`config.mk`:
```
export PLATFORM = sky130hd
export DESIGN_NAME = vmem_arbiter
export DESIGN_NICKNAME = d
export VERILOG_FILES = /design/src/rtl/vmem_arbiter.sv
export SDC_FILE = /design/constraint.sdc
export NUM_CORES = 1
export LEC_CHECK = 0
export BUFFER_PORTS_ARGS = -buffer_cell sky130_fd_sc_hd__buf_2
export CELL_PAD_IN_SITES_DETAIL_PLACEMENT = 1
export CELL_PAD_IN_SITES_GLOBAL_PLACEMENT = 1
export CORE_MARGIN = 2
export CORE_UTILIZATION = 30
export DETAILED_ROUTE_END_ITERATION = 16
export GPL_TIMING_DRIVEN = 0
export PLACE_DENSITY_LB_ADDON = 0.25
export SYNTH_ARGS = -nofsm -noshare
export SYNTH_HDL_FRONTEND = slang
export SYNTH_SLANG_ARGS = --single-unit
```
`constraint.sdc`:
```
create_clock -name CLK -period 2.1 [get_ports CLK]
set_clock_uncertainty 0.15 [all_clocks]
set_input_delay 0.105 -clock CLK [delete_from_list [all_inputs] [get_ports CLK]]
set_output_delay 0.105 -clock CLK [all_outputs]
set_load 0.01 [all_outputs]
```
`src/rtl/vmem_arbiter.sv`:
```
// Arbitrates one single-port, synchronous-read data memory between the CPU load/store path
// and the video fetch path; read data is steered back to the owner by a 2-deep tag pipe.
module vmem_arbiter #(
    parameter int ADDR_W        = 32,
    parameter int DATA_W        = 32,
    parameter int VID_BURST_MAX = 4
) (
    input  logic              CLK,
    input  logic              reset,
    input  logic              cpu_req,
    input  logic              cpu_we,
    input  logic [ADDR_W-1:0] cpu_addr,
    input  logic [DATA_W-1:0] cpu_wdata,
    output logic              cpu_gnt,
    output logic              cpu_rvalid,
    output logic [DATA_W-1:0] cpu_rdata,
    input  logic              vid_req,
    input  logic [ADDR_W-1:0] vid_addr,
    input  logic              vid_blank,
    output logic              vid_gnt,
    output logic              vid_rvalid,
    output logic [DATA_W-1:0] vid_rdata,
    output logic              mem_en,
    output logic              mem_we,
    output logic [ADDR_W-1:0] mem_addr,
    output logic [DATA_W-1:0] mem_wdata,
    input  logic [DATA_W-1:0] mem_rdata
);
    // state   | meaning
    // VID_PRI | video wins conflicts unless blanking
    // CPU_PRI | CPU wins next conflict after a full video burst
    typedef enum logic {VID_PRI = 1'b0, CPU_PRI = 1'b1} state_t;

    localparam int CNT_W = $clog2(VID_BURST_MAX + 1);
    localparam logic [CNT_W-1:0] CNT_MAX = CNT_W'(VID_BURST_MAX);

    state_t           state;
    logic [CNT_W-1:0] burst_cnt;
    logic [CNT_W-1:0] burst_nxt;
    logic             tag1_valid, tag1_cpu, tag1_read;
    logic             tag2_valid, tag2_cpu, tag2_read;

    assign cpu_gnt = cpu_req && ((state == CPU_PRI) || vid_blank || !vid_req);
    assign vid_gnt = vid_req && !cpu_gnt;

    // burst_cnt only counts video grants taken while the CPU is kept waiting
    always_comb begin
        burst_nxt = burst_cnt;
        if (cpu_gnt || !cpu_req) begin
            burst_nxt = '0;
        end else if (vid_gnt && (burst_cnt != CNT_MAX)) begin
            burst_nxt = burst_cnt + CNT_W'(1);
        end
    end

    always_ff @(posedge CLK or negedge reset) begin
        if (!reset) begin
            state      <= VID_PRI;
            burst_cnt  <= '0;
            mem_en     <= 1'b0;
            mem_we     <= 1'b0;
            mem_addr   <= '0;
            mem_wdata  <= '0;
            tag1_valid <= 1'b0;
            tag1_cpu   <= 1'b0;
            tag1_read  <= 1'b0;
            tag2_valid <= 1'b0;
            tag2_cpu   <= 1'b0;
            tag2_read  <= 1'b0;
        end else begin
            burst_cnt <= burst_nxt;
            if (cpu_gnt) begin
                state <= VID_PRI;
            end else if (burst_nxt == CNT_MAX) begin
                state <= CPU_PRI;
            end

            mem_en <= cpu_gnt || vid_gnt;
            mem_we <= cpu_gnt && cpu_we;
            if (cpu_gnt) begin
                mem_addr  <= cpu_addr;
                mem_wdata <= cpu_wdata;
            end else if (vid_gnt) begin
                mem_addr  <= vid_addr;
            end

            tag1_valid <= cpu_gnt || vid_gnt;
            tag1_cpu   <= cpu_gnt;
            tag1_read  <= vid_gnt || !cpu_we;
            tag2_valid <= tag1_valid;
            tag2_cpu   <= tag1_cpu;
            tag2_read  <= tag1_read;
        end
    end

    assign cpu_rvalid = tag2_valid && tag2_read && tag2_cpu;
    assign vid_rvalid = tag2_valid && tag2_read && !tag2_cpu;
    assign cpu_rdata  = mem_rdata;
    assign vid_rdata  = mem_rdata;
endmodule

```
==> run metrics, run 1 <==
grt total ovfl 0; largest fanout on the critical path 7; Sw Share 0.270; setup total negative slack 0 ps; met1 Track Usage GR 0.224; initial DRC count 79; number of nets produced by synthesis 483; slowest stage delay, CP 540 ps; Async S/R FF share, synth 1.00; post-layout instance area 0.00662 mm2; switching pwr 1180 uW; number of fillers in the final layout 1458; compound-gate portion of the synthesized area 0.0584; number of top-level pins 268; starting utilization of the core area 0.307; worst-case headroom to the max-slew limit 0.559; P&R area growth vs syn 71.8%; power density of the placed cells 660 mW/mm2; synthesized-area fraction occupied by xor and xnor cells 0.00227; Post-Synthesis Cell Area 0.00385 mm2; antenna cells 0; nets 834; MaxCap Viol Count 0; worst reg2reg startpoint state$_DFFE_PN0P_; post-synthesis cell count 347; combinational cell fraction of total power 0.262; CTS tree done; row count 41; Setup CP Type input port to output pin; Peak Freq 491 MHz; Setup WS pre-CTS 146 ps; CP arrival 1780 ps; share of the clock period used by the worst path after layout 0.970; origin of the worst min-delay path cpu_req; mean instance size in the synthesized netlist 11.1 um2; cell with the biggest individual delay on the critical path dlygate4sd3_1; highest ir drop seen on vdd 0.355 mV; placed cell count 754; setup repair after global routing missed its margin false; Clock Sink Count 75; Final ANT Viol Nets 0; count of H-tree levels built during CTS 3; global routing met3 resource utilization 0.0491; total number of vias 3865; grt peak-use layer met2; worst min-delay path category input port to flop; sequential cell fraction of total power 0.386; area of combinational cells with multiple inputs 0.00136 mm2; total count of max-transition violations in the final report 0; share of cells above drive strength 1 0.563; multiplexer share of the synthesized area 0.196; transition time of the tightest slew-check pin 662 ps; Seq cells post-synth 75; share of synthesized cell area in and, or, nand and nor gates 0.0893; DIE WIDTH 117 um; average wire length per cell after detail routing 16.3 um; kind of start point of the critical path input port; mean number of vias per cell 4.42; Clk pwr share 0.352; adder and majority gate portion of the synthesized area 0.00649; Final Routed Wirelength 14200 um; final worst-path setup slack 63.3 ps; Final Hold Vio Count 0; leakage dissipation 0.00331 uW; Tot Pwr 4370 uW; type of destination of the critical path output pin; gpl congestion 0.701; Port Buffers 234; Seq/Total Area, Yosys 0.487; number of setup violations in the final report 0; global-route wire length before repair 23100 um; vias in the first global route 4298; insertion delay of the later-clocked pin in the worst-skew pair 320 ps; DR pass1 iterations 4; maximum clock insertion buffer count 2; Post-synth EDFFs 0; DP Wirelength 9100 um; dominant combinational cell family by area after synthesis multiplexers; root cell of the clock tree clkbuf_16; total area of sequential cells 0.00188 mm2; maximum number of pins on one net before global-route repair 48; number of remaining DRC errors 0; area of the placeable core 0.0126 mm2; cell internal pwr 3190 uW; launching instance or port of the critical path vid_blank; Total Routing Usage GR 0.210; Num CTS Buffers 9; result of the run finished, final reports clean; met2 global-route usage 0.403; post-layout instance count excluding filler cells 874; antenna violations before repair 0; die footprint 0.0138 mm2; post-layout min period 2040 ps; number of synthesis warnings 0; clock transition time at the flip-flop clock pins of the worst setup and hold paths 60 ps; cell mode on critical path buf_2; ordered cell list for the critical path dlygate4sd3_1, buf_2, or3b_4, buf_6, nand2_4, buf_12, and2_1, buf_2; Primary FF master, synth dfrtp_1; Die H 117 um; count of unique library cells instantiated by Yosys 29; CP Data Required Time 1850 ps; total placed instance area 0.00527 mm2
==> sequential cells by signal, indices dropped and copies added (netlist names) <==
signal      count
state           1
tag1_valid      1
mem_wdata      32
burst_cnt       3
tag2_valid      1
tag2_cpu        1
mem_addr       32
tag1_cpu        1
tag2_read       1
mem_we          1
tag1_read       1
==> kinds of logic after synthesis <==
kind of cell / count (synthesis)
buffers and inverters: 87
and+or+nand+nor: 82
DFF: 75
muxes: 65
AOI/OAI and AO/OA: 35
adders and majority gates: 2
xor gates and xnor gates: 1
==> power by group through the flow <==
| stage | Sequential [uW] | Combinational (uW) | Clock [uW] |
|---|---|---|---|
| 2_1_floorplan | 1780 | 450 | 0 |
| 3_3_place_gp | 1700 | 939 | 0 |
| 3_5_place_dp | 1710 | 975 | 0 |
| 4_1_cts | 1690 | 1130 | 1590 |
| 5_1_grt | 1710 | 1240 | 1650 |
| 6_report | 1690 | 1140 | 1540 |
==> per-layer routing <==
| metal | share of wire | wire length, um | vias to the layer above |
|---|---|---|---|
| met4 | 0.019 | 274 | 0 |
| met1 | 0.36 | 5180 | 1886 |
| met2 | 0.56 | 7980 | 144 |
| met5 | 0 | 0 | - |
| li1 | - | - | 1813 |
| met3 | 0.055 | 786 | 22 |
==> cells in the mapped netlist (2+ instances only) <==
cell	count	area (um2)
and3_1	2	12.5
nor2_1	67	251
buf_1	5	18.8
ha_1	2	25.0
o22ai_1	32	200
buf_4	70	526
nand2_1	4	15.0
inv_1	4	15.0
clkbuf_1	5	18.8
mux2_2	57	642
dfrtp_1	75	1880
mux2_4	7	105
==> final cells by class <==
class,count,share of cell area
buffer,83,0.0939
clock buffer,11,0.0367
clock inverter,4,0.00775
inverter,4,0.00227
multi-input combinational,185,0.206
sequential,75,0.283
tap,172,0.0325
timing repair buffer,340,0.338
==> stage by stage <==
stage | util | hold slack (ps)
2_1_floorplan | - | -341
3_3_place_gp | 0.417 | 140
3_5_place_dp | 0.419 | -77.7
4_1_cts | 0.524 | 104
5_1_grt | 0.527 | 120
6_report | 0.527 | 108
==> cell usage in the layout, fill, tap and decap left out, drive strengths merged <==
| master | n |
|---|---|
| mux2i | 1 |
| o2111a | 1 |
| bufinv | 1 |
| nor2b | 1 |
| a221oi | 1 |
| nand3 | 1 |
| dlygate4sd3 | 99 |
| inv | 4 |
| clkinvlp | 1 |
| nor3b | 1 |
| nand2 | 5 |
| mux2 | 64 |
| clkinv | 2 |
| o21ai | 1 |
| or2 | 1 |
| clkbuf | 16 |
| nor2 | 67 |
| ha | 2 |
| dfrtp | 75 |
| o22ai | 32 |
| and2 | 1 |
| and3 | 2 |
| nand3b | 1 |
| xnor2 | 1 |
| buf | 319 |
| nand2b | 1 |
| or3b | 1 |
==> worst paths after layout <==
check,endpoint,slack (ps),cells past startpoint
worst max register to register,mem_wdata[24]$_DFFE_PN0N_,140,7
min in group asynchronous,mem_wdata[7]$_DFFE_PN0N_,120,2
max in group asynchronous,mem_addr[18]$_DFFE_PN0P_,1090,3
worst max-delay path,vid_gnt,60,8
worst min-delay path,tag1_cpu$_DFF_PN0_,110,5
worst min register to register,tag2_read$_DFF_PN0_,200,0
==> critical path: cells and delay by family <==
kind | cells | cell delay (ps)
buffers and inverters | 5 | 1100
AND/OR/NAND/NOR | 3 | 590
==> repair_timing <==
item / 4_1_cts / 5_1_grt
cloned: 0 / 0
endpoints found under the setup margin: 2 / 2
resized for setup: 5 / 1
endpoints found under the hold margin: 145 / 0
hold buffers: 99 / 0
setup buffers: 1 / 5
Power figures use the tool's default switching activity.
==> inputs of run 2 (changes only) <==
--- a/constraint.sdc
+++ b/constraint.sdc
@@ -3,3 +3,3 @@
 set_input_delay 0.105 -clock CLK [delete_from_list [all_inputs] [get_ports CLK]]
 set_output_delay 0.105 -clock CLK [all_outputs]
-set_load 0.01 [all_outputs]
+set_load 0.02 [all_outputs]
==> run 2 against run 1 <==
Register-to-register slack got worse by 20 ps; die area did not move; sequential share of layout area fell by 0.059 points; first-iteration DRC count rose by 16%; global-route usage barely moved; critical path depth rose by 1; sequential power barely moved; maximum frequency fell by 0.37%; final area rose by 0.21%; critical path type unchanged.
==> run metrics, run 2 (synthesis gave the netlist of run 1 again) <==
area of combinational cells with multiple inputs 0.00137 mm2 (+0.18%); kind of start point of the critical path input port; insertion delay of the later-clocked pin in the worst-skew pair 320 ps (about the same); total area of sequential cells 0.00188 mm2 (unchanged); CTS tree done; most frequent standard cell in the layout excluding fill and tap cells buf_2; largest fanout on the critical path 7 (unchanged); row count 41 (unchanged); count of H-tree levels built during CTS 3 (unchanged); setup repair after global routing missed its margin false; DR pass1 iterations 4 (unchanged); number of fillers in the final layout 1456 (-0.14%); grt total ovfl 0 (unchanged); P&R area growth vs syn 72.2%; global-route wire length before repair 23100 um (+0.27%); Hold Path End tag1_cpu$_DFF_PN0_; Final ANT Viol Nets 0 (unchanged); gpl congestion 0.701 (unchanged); core occupancy in the finished layout 0.528 (+0.00110); Num CTS Buffers 9 (unchanged); clock transition time at the flip-flop clock pins of the worst setup and hold paths 60 ps (about the same); number of setup violations in the final report 0 (unchanged); MaxCap Viol Count 0 (unchanged); leakage dissipation 0.00332 uW (+0.14%); origin of the worst min-delay path cpu_req; post-layout instance count excluding filler cells 873 (-0.11%); average wire length per cell after detail routing 16.3 um (about the same); root cell of the clock tree clkbuf_16; Clock Sink Count 75 (unchanged); highest ir drop seen on vdd 0.352 mV (-0.90%); CP Data Required Time 1850 ps (about the same); share of cells above drive strength 1 0.563 (+0.000803); Top Registers mem_addr: 32 flops, mem_wdata: 32 flops, burst_cnt: 3 flops; DP Wirelength 9100 um (unchanged); setup slack of the worst register-to-register path 120 ps (-20 ps); post-layout min period 2040 ps (+7.59 ps); area of the placeable core 0.0126 mm2 (unchanged); r2r endpoint mem_wdata[24]$_DFFE_PN0N_; starting utilization of the core area 0.307 (unchanged); share of the clock period used by the worst path after layout 0.973 (+0.00361); Port Buffers 234 (unchanged); total number of vias 3880 (+0.39%); CP arrival 1790 ps (about the same); initial DRC count 92 (+16%); maximum clock insertion buffer count 2 (unchanged); R2R cell count 7 (unchanged); total count of max-transition violations in the final report 0 (unchanged); placed cell count 754 (unchanged); transition time of the tightest slew-check pin 652 ps (-9.57 ps); Final Routed Wirelength 14200 um (-0.13%); Total Routing Usage GR 0.210 (-0.000229); Die H 117 um (unchanged); DIE WIDTH 117 um (unchanged); depth of the worst hold-timing path 5 (unchanged); type of destination of the critical path output pin; final worst-path setup slack 55.8 ps (-7.59 ps); highest-count cells in the layout ignoring fill and taps 232 x buf_2, 99 x dlygate4sd3_1, 75 x dfrtp_1, 74 x buf_4, 67 x nor2_1; number of top-level pins 268 (unchanged); Setup WS pre-CTS 146 ps (unchanged); antenna cells 0 (unchanged); nets 833 (-0.12%); worst-case headroom to the max-slew limit 0.565 (+0.00638); worst reg2reg startpoint state$_DFFE_PN0P_; Setup CP Type input port to output pin; worst min-delay path category input port to flop; maximum number of pins on one net before global-route repair 48 (unchanged); result of the run finished, final reports clean; die footprint 0.0138 mm2 (unchanged); Final Hold Vio Count 0 (unchanged); antenna violations before repair 0 (unchanged); mean number of vias per cell 4.44 (+0.50%); setup total negative slack 0 ps (unchanged); power density of the placed cells 685 mW/mm2 (+3.7%); vias in the first global route 4296 (-0.047%); number of remaining DRC errors 0 (unchanged); Peak Freq 489 MHz (-0.37%)
-- run 2: changes by cell type in the layout (fill, tap and decap cells not counted), sizes merged --
cell	previous run	this run
buf	319	318
-- run 2: critical path, stage by stage --
cell and delay [ps]:
dlygate4sd3_1 530, buf_2 140, or3b_4 370, buf_6 150, nand2_4 90, buf_12 120
buf_8 90, inv_1 40, buf_2 150
-- run 2: stage by stage --
stage,hold WS [ps],area (um2),total power [uW]
4_1_cts,81.8,6610,4590
6_report,115,6640,4540
3_3_place_gp,140,5240,2810
3_5_place_dp,-77.7,5270,2860
5_1_grt,122,6640,4770
2_1_floorplan,-341,3850,2400
-- run 2: how the worst max path moves through the flow --
| stage | from | end | slack [ps] | depth (start not counted) |
|---|---|---|---|---|
| floorplan | state$_DFFE_PN0P_ | mem_wdata[24]$_DFFE_PN0N_ | 310 | 6 |
| global placement | state$_DFFE_PN0P_ | mem_wdata[29]$_DFFE_PN0N_ | 150 | 6 |
| detailed placement | state$_DFFE_PN0P_ | mem_wdata[24]$_DFFE_PN0N_ | 150 | 6 |
| CTS | state$_DFFE_PN0P_ | vid_gnt | 50 | 6 |
| global route | vid_blank | cpu_gnt | 3 | 9 |
| finish | vid_blank | cpu_gnt | 60 | 9 |
-- run 2: per-layer routing --
metal | global-route usage | vias up | share of wire
met5 | 0 | - | 0
met4 | 0.0708 | 0 | 0.017
met3 | 0.0472 | 20 | 0.055
met2 | 0.409 | 141 | 0.57
met1 | 0.221 | 1907 | 0.36
li1 | - | 1812 | -
-- run 2: layout make-up --
type	count	area share
clock buffers	11	0.0366
repair buffers	339	0.339
clock inverters	4	0.00773
well taps	172	0.0324
inverters	4	0.00226
plain buffers	83	0.0937
flip-flops and latches	75	0.283
multi-input cells	185	0.206
-- run 2: repair_timing --
item	4_1_cts	5_1_grt
resized for setup	6	3
endpoints found under the hold margin	145	0
setup endpoints to repair	2	2
hold buffers	99	0
buffers inserted	3	2
-- run 2: report_power, final --
group	switching, uW	internal (uW)
registers	82.4	1610
logic	678	645
clock network	586	946
